[config.mk]
export PLATFORM = sky130hd
export DESIGN_NAME = pong_game_engine
export DESIGN_NICKNAME = d
export VERILOG_FILES = /design/src/rtl/pong_pkg.sv /design/src/rtl/pong_paddle.sv /design/src/rtl/pong_game_engine.sv
export SDC_FILE = /design/constraint.sdc
export NUM_CORES = 1
export LEC_CHECK = 0
export BUFFER_PORTS_ARGS = -buffer_cell sky130_fd_sc_hd__buf_2
export CORE_MARGIN = 2
export CORE_UTILIZATION = 34
export CTS_BUF_LIST = sky130_fd_sc_hd__clkbuf_8
export CTS_CLUSTER_DIAMETER = 200
export DETAILED_ROUTE_END_ITERATION = 6
export SLEW_MARGIN = 20
export SYNTH_ARGS = -nofsm -noshare
export SYNTH_HDL_FRONTEND = slang
export SYNTH_HIERARCHICAL = 1
export SYNTH_SLANG_ARGS = --single-unit
[constraint.sdc]
create_clock -name dclk -period 21.6 [get_ports dclk]
set_clock_uncertainty 0.2 [all_clocks]
set_input_delay 1.08 -clock dclk [delete_from_list [all_inputs] [get_ports dclk]]
set_output_delay 1.08 -clock dclk [all_outputs]
set_load 0.005 [all_outputs]
[src/rtl/pong_pkg.sv]
// Shared Pong definitions: renderer raw-counter timing, playfield geometry,
// game FSM encoding, debug view and the 7-segment digit decode.
package pong_pkg;
    // Renderer timing, raw counter space (hc includes hbp, vc includes vbp)
    localparam int H_TOTAL = 800;
    localparam int V_TOTAL = 521;
    localparam int HBP     = 144;
    localparam int HFP     = 784;
    localparam int VBP     = 31;
    localparam int VFP     = 511;

    typedef logic signed [10:0] coord_t;

    localparam coord_t Y_MIN     = 11'sd85;
    localparam coord_t Y_MAX     = 11'sd455;
    localparam coord_t PAD_MIN   = 11'sd81;
    localparam coord_t PAD_MAX   = 11'sd361;
    localparam coord_t PAD_SPAN  = 11'sd99;
    localparam coord_t PAD_RESET = 11'sd221;
    localparam coord_t LPAD_X    = 11'sd218;
    localparam coord_t RPAD_X    = 11'sd713;
    localparam coord_t GOAL_L    = 11'sd198;
    localparam coord_t GOAL_R    = 11'sd729;
    localparam coord_t CENTRE_X  = 11'sd464;
    localparam coord_t CENTRE_Y  = 11'sd271;
    localparam coord_t BALL_TOP  = 11'sd4;
    localparam coord_t BALL_BOT  = 11'sd5;

    typedef enum logic [2:0] {
        ST_IDLE,
        ST_SERVE,
        ST_PLAY,
        ST_POINT,
        ST_OVER
    } state_t;

    // Direction bits: 1 = moving toward larger coordinates
    typedef struct packed {
        state_t state;
        logic   dx_pos;
        logic   dy_pos;
    } dbg_t;

    function automatic logic [6:0] seg7_decode(input logic [3:0] d);
        case (d)
            4'd0:    seg7_decode = 7'h3F;
            4'd1:    seg7_decode = 7'h06;
            4'd2:    seg7_decode = 7'h5B;
            4'd3:    seg7_decode = 7'h4F;
            4'd4:    seg7_decode = 7'h66;
            4'd5:    seg7_decode = 7'h6D;
            4'd6:    seg7_decode = 7'h7D;
            4'd7:    seg7_decode = 7'h07;
            4'd8:    seg7_decode = 7'h7F;
            4'd9:    seg7_decode = 7'h6F;
            default: seg7_decode = 7'h00;
        endcase
    endfunction
endpackage

[src/rtl/pong_paddle.sv]
// One paddle: button synchronizers, up/down step on the frame tick, clamp to
// the legal travel range, and a reload to the rest row for a new game.
module pong_paddle
    import pong_pkg::*;
#(
    parameter int PAD_SPEED = 4
) (
    input  logic       i_dclk,
    input  logic       i_clr,
    input  logic       i_up,
    input  logic       i_dn,
    input  logic       i_tick,
    input  logic       i_en,
    input  logic       i_load,
    output logic [9:0] o_pos
);
    localparam coord_t     STEP    = coord_t'(PAD_SPEED);
    localparam logic [9:0] POS_MIN = PAD_MIN[9:0];
    localparam logic [9:0] POS_MAX = PAD_MAX[9:0];
    localparam logic [9:0] POS_RST = PAD_RESET[9:0];

    logic [1:0] r_up_sync;
    logic [1:0] r_dn_sync;
    logic [9:0] r_pos;
    coord_t     w_sum;
    logic [9:0] w_next;

    always_comb begin
        w_sum = coord_t'({1'b0, r_pos});
        if (r_up_sync[1] && !r_dn_sync[1])
            w_sum = w_sum - STEP;
        else if (r_dn_sync[1] && !r_up_sync[1])
            w_sum = w_sum + STEP;
        // Signed compare so an underflowing step still clamps to the top
        if (w_sum < PAD_MIN)
            w_next = POS_MIN;
        else if (w_sum > PAD_MAX)
            w_next = POS_MAX;
        else
            w_next = w_sum[9:0];
    end

    always_ff @(posedge i_dclk or posedge i_clr) begin
        if (i_clr) begin
            r_up_sync <= 2'b00;
            r_dn_sync <= 2'b00;
            r_pos     <= POS_RST;
        end else begin
            r_up_sync <= {r_up_sync[0], i_up};
            r_dn_sync <= {r_dn_sync[0], i_dn};
            if (i_load)
                r_pos <= POS_RST;
            else if (i_tick && i_en)
                r_pos <= w_next;
        end
    end

    assign o_pos = r_pos;
endmodule

[src/rtl/pong_game_engine.sv]
// Pong game-state producer: frame tick, serve/play/point/over sequencing,
// ball motion with wall, paddle and goal handling, and score segment drive.
module pong_game_engine
    import pong_pkg::*;
#(
    parameter int FRAME_CYCLES = 416800,
    parameter int BALL_SPEED   = 2,
    parameter int PAD_SPEED    = 4,
    parameter int SERVE_FRAMES = 60,
    parameter int WIN_SCORE    = 9
) (
    input  logic       dclk,
    input  logic       clr,
    input  logic       l_up,
    input  logic       l_dn,
    input  logic       r_up,
    input  logic       r_dn,
    input  logic       start,
    output logic [9:0] ballx,
    output logic [9:0] bally,
    output logic [9:0] l_pos,
    output logic [9:0] r_pos,
    output logic [6:0] score_l,
    output logic [6:0] score_r,
    output dbg_t       o_dbg
);
    localparam int               CNT_W    = (FRAME_CYCLES > 1) ? $clog2(FRAME_CYCLES) : 1;
    localparam int               SRV_W    = (SERVE_FRAMES > 1) ? $clog2(SERVE_FRAMES) : 1;
    localparam logic [CNT_W-1:0] CNT_LAST = CNT_W'(FRAME_CYCLES - 1);
    localparam logic [CNT_W-1:0] CNT_ONE  = CNT_W'(1);
    localparam logic [SRV_W-1:0] SRV_LAST = SRV_W'(SERVE_FRAMES - 1);
    localparam logic [SRV_W-1:0] SRV_ONE  = SRV_W'(1);
    localparam coord_t           STEP     = coord_t'(BALL_SPEED);
    localparam logic [3:0]       WIN      = 4'(WIN_SCORE);
    localparam logic [9:0]       CX       = CENTRE_X[9:0];
    localparam logic [9:0]       CY       = CENTRE_Y[9:0];

    logic [CNT_W-1:0] r_frame_cnt;
    logic [2:0]       r_start_sync;
    state_t           r_state, w_state_next;
    logic [9:0]       r_ballx, w_ballx_next, r_bally, w_bally_next;
    logic             r_dx, w_dx_next, r_dy, w_dy_next;
    logic [3:0]       r_score_l, w_score_l_next, r_score_r, w_score_r_next;
    logic [6:0]       r_seg_l, r_seg_r;
    logic [SRV_W-1:0] r_serve_cnt, w_serve_next;
    logic             r_point_l, w_point_l_next;
    logic             w_tick, w_start_edge, w_load, w_pad_en;
    logic [9:0]       w_l_pos, w_r_pos;
    coord_t           w_nx, w_ny, w_nx_b, w_ny_b, w_lpos, w_rpos;
    logic             w_dx_b, w_dy_b, w_goal_l, w_goal_r;

    assign w_tick       = (r_frame_cnt == '0);
    assign w_start_edge = r_start_sync[1] & ~r_start_sync[2];
    assign w_pad_en     = (r_state != ST_IDLE) && (r_state != ST_OVER);

    pong_paddle #(.PAD_SPEED(PAD_SPEED)) u_lpad (
        .i_dclk(dclk), .i_clr(clr), .i_up(l_up), .i_dn(l_dn), .i_tick(w_tick),
        .i_en(w_pad_en), .i_load(w_load), .o_pos(w_l_pos)
    );

    pong_paddle #(.PAD_SPEED(PAD_SPEED)) u_rpad (
        .i_dclk(dclk), .i_clr(clr), .i_up(r_up), .i_dn(r_dn), .i_tick(w_tick),
        .i_en(w_pad_en), .i_load(w_load), .o_pos(w_r_pos)
    );

    assign w_lpos = coord_t'({1'b0, w_l_pos});
    assign w_rpos = coord_t'({1'b0, w_r_pos});
    assign w_nx   = coord_t'({1'b0, r_ballx}) + (r_dx ? STEP : -STEP);
    assign w_ny   = coord_t'({1'b0, r_bally}) + (r_dy ? STEP : -STEP);

    // Wall first, then paddles see the wall-corrected row
    always_comb begin
        w_ny_b = w_ny;
        w_dy_b = r_dy;
        if (w_ny <= Y_MIN) begin
            w_ny_b = Y_MIN;
            w_dy_b = 1'b1;
        end else if (w_ny >= Y_MAX) begin
            w_ny_b = Y_MAX;
            w_dy_b = 1'b0;
        end
        w_nx_b = w_nx;
        w_dx_b = r_dx;
        if (!r_dx && (w_nx <= LPAD_X) && (w_ny_b + BALL_BOT >= w_lpos) &&
            (w_ny_b - BALL_TOP <= w_lpos + PAD_SPAN)) begin
            w_nx_b = LPAD_X;
            w_dx_b = 1'b1;
        end else if (r_dx && (w_nx >= RPAD_X) && (w_ny_b + BALL_BOT >= w_rpos) &&
                     (w_ny_b - BALL_TOP <= w_rpos + PAD_SPAN)) begin
            w_nx_b = RPAD_X;
            w_dx_b = 1'b0;
        end
    end

    assign w_goal_r = (w_nx_b <= GOAL_L);
    assign w_goal_l = (w_nx_b >= GOAL_R);

    always_comb begin
        w_state_next   = r_state;
        w_ballx_next   = r_ballx;
        w_bally_next   = r_bally;
        w_dx_next      = r_dx;
        w_dy_next      = r_dy;
        w_score_l_next = r_score_l;
        w_score_r_next = r_score_r;
        w_serve_next   = r_serve_cnt;
        w_point_l_next = r_point_l;
        w_load         = 1'b0;
        case (r_state)
            ST_IDLE: begin
                w_ballx_next   = CX;
                w_bally_next   = CY;
                w_score_l_next = 4'd0;
                w_score_r_next = 4'd0;
                if (w_start_edge) begin
                    w_dx_next    = 1'b1;
                    w_dy_next    = 1'b1;
                    w_serve_next = '0;
                    w_state_next = ST_SERVE;
                end
            end
            ST_SERVE: begin
                w_ballx_next = CX;
                w_bally_next = CY;
                if (w_tick) begin
                    if (r_serve_cnt == SRV_LAST) begin
                        w_serve_next = '0;
                        w_state_next = ST_PLAY;
                    end else begin
                        w_serve_next = r_serve_cnt + SRV_ONE;
                    end
                end
            end
            ST_PLAY: begin
                if (w_tick) begin
                    if (w_goal_r || w_goal_l) begin
                        // Recentre on the goal tick; the bounce results are discarded
                        w_ballx_next   = CX;
                        w_bally_next   = CY;
                        w_point_l_next = w_goal_l;
                        w_state_next   = ST_POINT;
                        if (w_goal_l)
                            w_score_l_next = r_score_l + 4'd1;
                        else
                            w_score_r_next = r_score_r + 4'd1;
                    end else begin
                        w_ballx_next = w_nx_b[9:0];
                        w_bally_next = w_ny_b[9:0];
                        w_dx_next    = w_dx_b;
                        w_dy_next    = w_dy_b;
                    end
                end
            end
            ST_POINT: begin
                w_ballx_next = CX;
                w_bally_next = CY;
                w_dx_next    = r_point_l;
                w_dy_next    = ~r_dy;
                w_serve_next = '0;
                if ((r_point_l ? r_score_l : r_score_r) == WIN)
                    w_state_next = ST_OVER;
                else
                    w_state_next = ST_SERVE;
            end
            ST_OVER: begin
                w_ballx_next = CX;
                w_bally_next = CY;
                if (w_start_edge) begin
                    w_score_l_next = 4'd0;
                    w_score_r_next = 4'd0;
                    w_load         = 1'b1;
                    w_serve_next   = '0;
                    w_state_next   = ST_SERVE;
                end
            end
            default: w_state_next = ST_IDLE;
        endcase
    end

    always_ff @(posedge dclk or posedge clr) begin
        if (clr)
            r_state <= ST_IDLE;
        else
            r_state <= w_state_next;
    end

    always_ff @(posedge dclk or posedge clr) begin
        if (clr) begin
            r_frame_cnt  <= '0;
            r_start_sync <= 3'b000;
            r_ballx      <= CX;
            r_bally      <= CY;
            r_dx         <= 1'b1;
            r_dy         <= 1'b1;
            r_score_l    <= 4'd0;
            r_score_r    <= 4'd0;
            r_seg_l      <= 7'h3F;
            r_seg_r      <= 7'h3F;
            r_serve_cnt  <= '0;
            r_point_l    <= 1'b0;
        end else begin
            r_frame_cnt  <= (r_frame_cnt == CNT_LAST) ? '0 : r_frame_cnt + CNT_ONE;
            r_start_sync <= {r_start_sync[1:0], start};
            r_ballx      <= w_ballx_next;
            r_bally      <= w_bally_next;
            r_dx         <= w_dx_next;
            r_dy         <= w_dy_next;
            r_score_l    <= w_score_l_next;
            r_score_r    <= w_score_r_next;
            r_seg_l      <= seg7_decode(r_score_l);
            r_seg_r      <= seg7_decode(r_score_r);
            r_serve_cnt  <= w_serve_next;
            r_point_l    <= w_point_l_next;
        end
    end

    assign ballx        = r_ballx;
    assign bally        = r_bally;
    assign l_pos        = w_l_pos;
    assign r_pos        = w_r_pos;
    assign score_l      = r_seg_l;
    assign score_r      = r_seg_r;
    assign o_dbg.state  = r_state;
    assign o_dbg.dx_pos = r_dx;
    assign o_dbg.dy_pos = r_dy;
endmodule

==> impl_table.tex, run 1 <==
\begin{tabular}{lr}
\hline
Metric & Value \\
\hline
\multicolumn{2}{l}{\textbf{Floorplanning}} \\
Die width & 161 µm \\
Area enclosed by the die boundary & 0.0260 mm² \\
Initial core utilization & 34.6\% \\
Row count & 57 \\
Vertical extent of the die & 161 µm \\
I/O pin count & 66 \\
Core outline area & 0.0243 mm² \\
\multicolumn{2}{l}{\textbf{CTS}} \\
Post-CTS setup-driven buffer insertion count & 0 \\
Root Buffer Master & sky130\_fd\_sc\_hd\_\_clkbuf\_8 \\
Latest clock arrival within the worst-skew pair & 0.39 ns \\
Clock tree from TritonCTS & done \\
Number of buffers on the longest clock path & 2 \\
CTS Hold Bufs & 0 \\
Max H-tree Level & 3 \\
TritonCTS Buffers & 9 \\
Sink Count & 102 \\
Clk slew on worst S/H paths & 0.12 ns \\
Quantity of gates resized following cts & 0 \\
\multicolumn{2}{l}{\textbf{STA}} \\
Final Max Tran Viols & 0 \\
Setup TNS & 0 ns \\
Setup repair after global routing missed its margin & no \\
Actual transition at the worst max-transition pin & 0.984 ns \\
Slew HR & 34.4\% \\
Count of endpoints failing setup in the final report & 0 \\
Highest attainable clock frequency & 124 MHz \\
Worst hold slack across all endpoints & 0.157 ns \\
Slack of the critical path & 13.54 ns \\
Ratio of final minimum period to clock period & 37.3\% \\
Hold violation total from the final report & 0 \\
Post-layout min period & 8.06 ns \\
\multicolumn{2}{l}{\textbf{Power and ir drop}} \\
Leakage power figure & 4.07 nW \\
Cell area power density & 36.4 mW/mm² \\
Worst-case vdd ir drop & 0.0389 mV \\
\multicolumn{2}{l}{\textbf{Route}} \\
Detailed Routing Iterations Pass 1 & 5 \\
Detailed Route Iter0 Violations & 555 \\
Count of vias placed by the detailed router & 7203 \\
Aggregate routed wire length & 20600 µm \\
Mean number of vias per cell & 5.34 \\
Post-detailed-route DRC marker count & 0 \\
Average wire per standard cell & 15.3 µm \\
Antenna violation net count after detailed routing & 0 \\
\multicolumn{2}{l}{\textbf{Global route}} \\
Met1 usage & 22.5\% \\
Initial antenna violation count & 0 \\
Highest-utilization routing layer at the global route stage & met2 \\
Met3 Track Usage GR & 2.03\% \\
First-pass GRT wire length & 34800 µm \\
Pin count of the biggest net entering global routing & 77 \\
Global route overflow & 0 \\
Global-route usage over all layers & 16.1\% \\
Via count of the first global-routing pass & 6986 \\
Met2 global-route usage & 26.2\% \\
\multicolumn{2}{l}{\textbf{Yosys}} \\
Number of enable-type register cells in the synthesized netlist & 0 \\
Proportion of netlist area held by the largest area contributor & 19.9\% \\
Number of warning messages in the yosys log & 6 \\
Cell accounting for the most synthesized area & sky130\_fd\_sc\_hd\_\_dfrtp\_1 \\
Async SR Flop Fraction & 100\% \\
Netlist cell types & 97 \\
Synth Area per Inst & 8.71 µm² \\
Gate count of the mapped netlist & 965 \\
Dominant cells by area after synthesis & sky130\_fd\_sc\_hd\_\_dfrtp\_1, sky130\_fd\_sc\_hd\_\_ha\_1, sky130\_fd\_sc\_hd\_\_dfstp\_2 \\
Sequential cell area fraction in the yosys report & 30.9\% \\
Ys flop type & sky130\_fd\_sc\_hd\_\_dfrtp\_1 \\
Cell area after synthesis & 0.00841 mm² \\
Register bit count reported by yosys & 102 \\
\multicolumn{2}{l}{\textbf{Worst setup path}} \\
Flop2flop setup slack & 13.54 ns \\
Critical path type & flip-flop to flip-flop \\
Type of element capturing the critical path & flip-flop \\
Largest driver fanout on the critical path & 13 \\
Required arrival time at the worst endpoint & 21.73 ns \\
Category of the worst setup path launch point & flip-flop \\
Arrival time at the worst endpoint & 8.20 ns \\
\multicolumn{2}{l}{\textbf{Placement}} \\
Final weighted congestion of routability-driven global placement & 0.905 \\
HPWL reported at the end of detailed placement & 15800 µm \\
Count of buffers inserted at the top-level ports & 63 \\
Pre-CTS setup slack & 13.64 ns \\
\multicolumn{2}{l}{\textbf{Finish}} \\
Area growth from synthesis to layout & 9.82\% \\
Antenna Cells & 0 \\
Share of final-layout standard cells stronger than drive strength 1 & 16.8\% \\
Number of nets in the layout & 1118 \\
\multicolumn{2}{l}{\textbf{Min path}} \\
Path type of the worst min-delay path & flip-flop to flip-flop \\
\multicolumn{2}{l}{\textbf{Run}} \\
Number of maximum-capacitance violations & 0 \\
\multicolumn{2}{l}{\textbf{Status}} \\
Status & finished clean \\
\hline
\end{tabular}
==> layout by cell type (no fill, tap or decap), drive strengths merged, types with 12 or more instances in the layout <==
cell and count:
a21oi 55, buf 68, dfrtp 67, xor2 20, xnor2 50, nand3 40
or3 13, ha 89, a21o 13, dfstp 35, or2 17, o21ai 76
nand4 12, nand2 63, nor3 24, nor2 85, a211oi 14, inv 73
==> metal layers <==
| metal | up-vias | routed length, µm | part of all wire [%] |
|---|---|---|---|
| li1 | 3575 | - | - |
| met1 | 3455 | 10100 | 49 |
| met2 | 151 | 9400 | 46 |
| met3 | 22 | 723 | 3.5 |
| met4 | 0 | 375 | 1.8 |
| met5 | - | 0 | 0 |
==> path summary, 6_finish.rpt <==
check                                         start             endpoint  depth (start not counted)
min in group asynchronous                       clr  u_lpad/r_up_sync[0]                          2
worst max-delay path                           r_dy             ballx[5]                         25
max in group asynchronous                       clr             bally[4]                          3
worst max register to register                 r_dy             ballx[5]                         25
worst min register to register  u_rpad/r_dn_sync[0]  u_rpad/r_dn_sync[1]                          0
worst min-delay path            u_rpad/r_dn_sync[0]  u_rpad/r_dn_sync[1]                          0
==> critical path: stages, from the launching register on <==
cell	delay, ns
sky130_fd_sc_hd__dfstp_2	0.59
sky130_fd_sc_hd__inv_1	0.21
sky130_fd_sc_hd__ha_1	0.40
sky130_fd_sc_hd__a21o_1	0.14
sky130_fd_sc_hd__a21oi_1	0.10
sky130_fd_sc_hd__o21ai_0	0.26
sky130_fd_sc_hd__a211oi_1	0.15
sky130_fd_sc_hd__or4b_2	0.64
sky130_fd_sc_hd__nand3_1	0.15
sky130_fd_sc_hd__o41ai_2	0.13
sky130_fd_sc_hd__or2_2	0.43
sky130_fd_sc_hd__nor2_1	0.48
sky130_fd_sc_hd__ha_1	0.25
sky130_fd_sc_hd__a21oi_1	0.09
sky130_fd_sc_hd__or3_1	0.36
sky130_fd_sc_hd__o41ai_1	0.55
sky130_fd_sc_hd__ha_1	0.22
sky130_fd_sc_hd__and4_2	0.21
sky130_fd_sc_hd__o31ai_1	0.07
sky130_fd_sc_hd__a2111o_1	0.45
sky130_fd_sc_hd__or3_1	0.45
sky130_fd_sc_hd__a222oi_1	0.42
sky130_fd_sc_hd__o21ai_2	0.21
sky130_fd_sc_hd__or2_1	0.43
sky130_fd_sc_hd__nor2_1	0.25
sky130_fd_sc_hd__a22o_1	0.15
==> stage by stage <==
| stage | power [W] | utilization, % | instance area, µm² | std cells |
|---|---|---|---|---|
| floorplan | 0.000207 | - | 8430 | 970 |
| global placement | 0.000210 | 37.1 | 9020 | 1333 |
| detailed placement | 0.000210 | 37.1 | 9020 | 1333 |
| CTS | 0.000340 | 38.0 | 9240 | 1349 |
| global route | 0.000351 | 38.0 | 9240 | 1349 |
| finish | 0.000336 | 38.0 | 9240 | 1349 |
==> Yosys cell counts (7+ instances only) <==
cell / count
sky130_fd_sc_hd__clkbuf_1: 13
sky130_fd_sc_hd__or2_2: 14
sky130_fd_sc_hd__dfrtp_1: 67
sky130_fd_sc_hd__a31oi_1: 11
sky130_fd_sc_hd__nand2b_1: 9
sky130_fd_sc_hd__xor2_1: 19
sky130_fd_sc_hd__a211oi_1: 14
sky130_fd_sc_hd__and3_1: 8
sky130_fd_sc_hd__nor2b_1: 11
sky130_fd_sc_hd__or3_1: 11
sky130_fd_sc_hd__buf_2: 7
sky130_fd_sc_hd__nand3_1: 40
sky130_fd_sc_hd__o21ai_0: 67
sky130_fd_sc_hd__nand2_1: 63
sky130_fd_sc_hd__nor3_1: 23
sky130_fd_sc_hd__o21ai_1: 7
sky130_fd_sc_hd__a21oi_1: 53
sky130_fd_sc_hd__dfstp_2: 35
sky130_fd_sc_hd__ha_1: 89
sky130_fd_sc_hd__xnor2_1: 50
sky130_fd_sc_hd__inv_1: 72
sky130_fd_sc_hd__nor4_1: 9
sky130_fd_sc_hd__nand4_1: 12
sky130_fd_sc_hd__o31ai_1: 8
sky130_fd_sc_hd__a21o_1: 12
sky130_fd_sc_hd__nor2_1: 84
==> kinds of logic after synthesis <==
logic type               share of synthesized area [%]
buffers and inverters                             5.15
XOR/XNOR                                          7.38
flip-flops                                        30.9
AO/OA/AOI/OAI                                     20.9
multiplexers                                     0.982
adder cells (fa/ha/maj)                           13.7
AND/OR/NAND/NOR                                   20.9
other                                            0.134
==> power by group <==
group | internal [W] | leakage [nW] | switching, W
clock network | 0.0000466 | 0.104 | 0.0000823
registers | 0.000192 | 1.23 | 0.00000111
logic | 0.00000438 | 2.73 | 0.00000908
==> sequential cells by signal, summed over array words and instances, names as in the netlist, 6 cells and up <==
signal,cells
ballx,10
bally,10
r_frame_cnt,19
r_serve_cnt,6
score_l,7
score_r,7
u_lpad/o_pos,9
u_rpad/o_pos,9
==> area by class of cell <==
class / count / area, µm²
Clock buffer: 9 / 124
Tap cell: 324 / 405
Fill cell: 2484 / 15100
Multi-Input combinational cell: 767 / 5400
Timing Repair Buffer: 68 / 353
Inverter: 72 / 272
Clock inverter: 7 / 86.3
Sequential cell: 102 / 2600
Power figures use the tool's default switching activity.
==> inputs of run 2 (changes only) <==
==> constraint.sdc (replaced) <==
create_clock -name dclk -period 6.55 [get_ports dclk]
set_clock_uncertainty 0.2 [all_clocks]
set_input_delay 0.3275 -clock dclk [delete_from_list [all_inputs] [get_ports dclk]]
set_output_delay 0.3275 -clock dclk [all_outputs]
set_load 0.005 [all_outputs]
==> impl_table.tex, run 2 (synthesis results as in run 1) <==
\begin{tabular}{lr}
\hline
Metric & Value \\
\hline
\multicolumn{2}{l}{\textbf{Status}} \\
Status & finished, violations left \\
Failing checks & setup timing \\
\multicolumn{2}{l}{\textbf{Power and ir drop}} \\
Worst-case vdd ir drop & 0.0772 mV (+98\%) \\
Part of the power in registers & 56.4\% (-1.2 points) \\
Internal power consumption & 0.000811 W (+230\%) \\
Switching share of power & 28.2\% (+0.67 points) \\
Cell area power density & 109 mW/mm² (+200\%) \\
Net load switching power & 0.000319 W (+240\%) \\
Leakage power figure & 4.58 nW (+13\%) \\
Combinational power share & 4.5\% (+0.5 points) \\
Clock network power share & 39.1\% (+0.7 points) \\
\multicolumn{2}{l}{\textbf{Finish}} \\
Most common library cell in the layout ignoring fill and taps & sky130\_fd\_sc\_hd\_\_buf\_4 \\
Antenna Cells & 0 (unchanged) \\
Register with the most flip-flops & r\_frame\_cnt \\
Number of nets in the layout & 1210 (+8.2\%) \\
Largest register FFs & 19 (unchanged) \\
Share of final-layout standard cells stronger than drive strength 1 & 28.4\% (+12 points) \\
Area growth from synthesis to layout & 23.7\% \\
Highest-count cells in the layout ignoring fill and taps & sky130\_fd\_sc\_hd\_\_buf\_4, sky130\_fd\_sc\_hd\_\_ha\_1, sky130\_fd\_sc\_hd\_\_nor2\_1 \\
Finished Cell Area & 0.0104 mm² (+13\%) \\
Number of filler instances in the final layout & 2413 (-2.9\%) \\
\multicolumn{2}{l}{\textbf{CTS}} \\
Root Buffer Master & sky130\_fd\_sc\_hd\_\_clkbuf\_8 \\
Clk slew on worst S/H paths & 0.13 ns (about the same) \\
Latest clock arrival within the worst-skew pair & 0.41 ns (+0.02 ns) \\
Max H-tree Level & 3 (unchanged) \\
TritonCTS Buffers & 9 (unchanged) \\
Number of buffers on the longest clock path & 2 (unchanged) \\
Clock tree from TritonCTS & done \\
Sink Count & 102 (unchanged) \\
\multicolumn{2}{l}{\textbf{Placement}} \\
Final weighted congestion of routability-driven global placement & 0.846 (-6.5\%) \\
Placed inst area & 0.00975 mm² (+8.0\%) \\
Count of buffers inserted at the top-level ports & 63 (unchanged) \\
HPWL reported at the end of detailed placement & 16600 µm (+5.0\%) \\
\multicolumn{2}{l}{\textbf{Worst setup path}} \\
Crit-path slowest cell & sky130\_fd\_sc\_hd\_\_dfstp\_2 \\
Arrival time at the worst endpoint & 6.85 ns (-1.35 ns) \\
Critical path type & flip-flop to flip-flop \\
Type of element capturing the critical path & flip-flop \\
Required arrival time at the worst endpoint & 6.67 ns (-15.06 ns) \\
Most frequent cell on the critical path & sky130\_fd\_sc\_hd\_\_buf\_4 \\
Biggest cell delay along the critical path & 0.58 ns (-0.06 ns) \\
Largest driver fanout on the critical path & 5 (-8) \\
Category of the worst setup path launch point & flip-flop \\
\multicolumn{2}{l}{\textbf{Global route}} \\
First-pass GRT wire length & 36100 µm (+3.7\%) \\
Via count of the first global-routing pass & 7238 (+3.6\%) \\
Global-route usage over all layers & 16.9\% (+0.79 points) \\
Pin count of the biggest net entering global routing & 77 (unchanged) \\
Global route overflow & 0 (unchanged) \\
Initial antenna violation count & 0 (unchanged) \\
\multicolumn{2}{l}{\textbf{STA}} \\
Slack of the critical path & -0.180 ns (-13.72 ns) \\
Final Max Tran Viols & 0 (unchanged) \\
Actual transition at the worst max-transition pin & 0.862 ns (-0.122 ns) \\
Setup repair after global routing missed its margin & yes \\
Worst hold slack across all endpoints & 0.161 ns (+0.00360 ns) \\
Highest attainable clock frequency & 149 MHz (+20\%) \\
Ratio of final minimum period to clock period & 103\% (+65 points) \\
Setup TNS & -2.17 ns (-2.17 ns) \\
Post-layout min period & 6.73 ns (-1.33 ns) \\
Hold violation total from the final report & 0 (unchanged) \\
Count of endpoints failing setup in the final report & 28 (+28) \\
Slew HR & 42.3\% (+7.9 points) \\
\multicolumn{2}{l}{\textbf{Route}} \\
Met2 Wirelength & 10500 µm (+12\%) \\
Post-detailed-route DRC marker count & 0 (unchanged) \\
Detailed Route Iter0 Violations & 362 (-35\%) \\
Count of vias placed by the detailed router & 7569 (+5.1\%) \\
Detailed Routing Iterations Pass 1 & 5 (unchanged) \\
Average wire per standard cell & 15.1 µm (-1.1\%) \\
Met3 wirelength from detailed routing & 628 µm (-13\%) \\
Top layer reached by signal wires & met4 \\
Wire length on met1 & 10300 µm (+1.5\%) \\
Mean number of vias per cell & 5.25 (-1.6\%) \\
Antenna violation net count after detailed routing & 0 (unchanged) \\
Aggregate routed wire length & 21800 µm (+5.7\%) \\
\multicolumn{2}{l}{\textbf{Floorplanning}} \\
Initial core utilization & 34.6\% (unchanged) \\
Vertical extent of the die & 161 µm (unchanged) \\
Row count & 57 (unchanged) \\
Area enclosed by the die boundary & 0.0260 mm² (unchanged) \\
I/O pin count & 66 (unchanged) \\
Core outline area & 0.0243 mm² (unchanged) \\
Die width & 161 µm (unchanged) \\
\multicolumn{2}{l}{\textbf{Run}} \\
Number of maximum-capacitance violations & 0 (unchanged) \\
\multicolumn{2}{l}{\textbf{Min path}} \\
Path type of the worst min-delay path & flip-flop to flip-flop \\
\hline
\end{tabular}
run 2: power groups by stage:
stage                     sequential [W]  combinational [W]  clock [W]
final                           0.000638          0.0000510   0.000441
after global routing            0.000639          0.0000574   0.000484
after CTS                       0.000638          0.0000491   0.000465
after floorplan                 0.000646          0.0000379          0
after global placement          0.000649          0.0000442          0
after detailed placement        0.000649          0.0000450          0
run 2: layout make-up:
| type | instances | area [µm²] | share of cell area, % |
|---|---|---|---|
| Inverter | 72 | 278 | 2.67 |
| Timing Repair Buffer | 160 | 1100 | 10.5 |
| Multi-Input combinational cell | 767 | 5810 | 55.9 |
| Tap cell | 324 | 405 | 3.90 |
| Sequential cell | 102 | 2600 | 25.0 |
| Clock inverter | 7 | 91.3 | 0.878 |
| Clock buffer | 9 | 124 | 1.19 |
run 2: routing by layer:
layer | vias to the layer above | track usage [%]
met5 | - | 0
li1 | 3764 | -
met2 | 110 | 28.2
met3 | 23 | 2.16
met4 | 0 | 6.21
met1 | 3672 | 22.5
run 2: what timing repair did:
action | 4_1_cts | 5_1_grt
buffers inserted | 10 | 4
hold buffers | 6 | 0
endpoints found under the setup margin | 30 | 31
pin swaps | 37 | 25
hold endpoints to repair | 19 | 0
resized for setup | 41 | 17
run 2: path summary, 6_finish.rpt:
| kind | startpoint | end | slack [ns] | cells past startpoint |
|---|---|---|---|---|
| setup / recovery | r_dy | ballx[0] | -0.18 | 29 |
| hold / removal | u_lpad/r_dn_sync[0] | u_lpad/r_dn_sync[1] | 0.16 | 0 |
| setup reg to reg | r_dy | ballx[0] | -0.18 | 29 |
| hold reg to reg | u_lpad/r_dn_sync[0] | u_lpad/r_dn_sync[1] | 0.16 | 0 |
| max in group asynchronous | clr | score_l[4] | 5.09 | 5 |
| min in group asynchronous | clr | u_lpad/r_dn_sync[0] | 0.31 | 3 |
run 2: per-stage QoR:
| stage | setup slack, ns | util, % | total power (W) | instances |
|---|---|---|---|---|
| after floorplan | -0.262 | - | 0.000684 | 970 |
| after global placement | -0.142 | 40.1 | 0.000693 | 1405 |
| after CTS | -0.180 | 42.3 | 0.00115 | 1437 |
| after global routing | -0.467 | 42.8 | 0.00118 | 1441 |
| final | -0.180 | 42.8 | 0.00113 | 1441 |
| after detailed placement | -0.339 | 40.1 | 0.000694 | 1405 |
run 2: critical path, delay by kind of cell, from the launching register on:
kind | cells | cell delay [ns]
compound gates | 12 | 2.42
xor+xnor | 2 | 0.32
buf+inv | 7 | 1.12
flops | 1 | 0.58
simple gates | 6 | 1.37
fa+ha+maj | 2 | 0.64
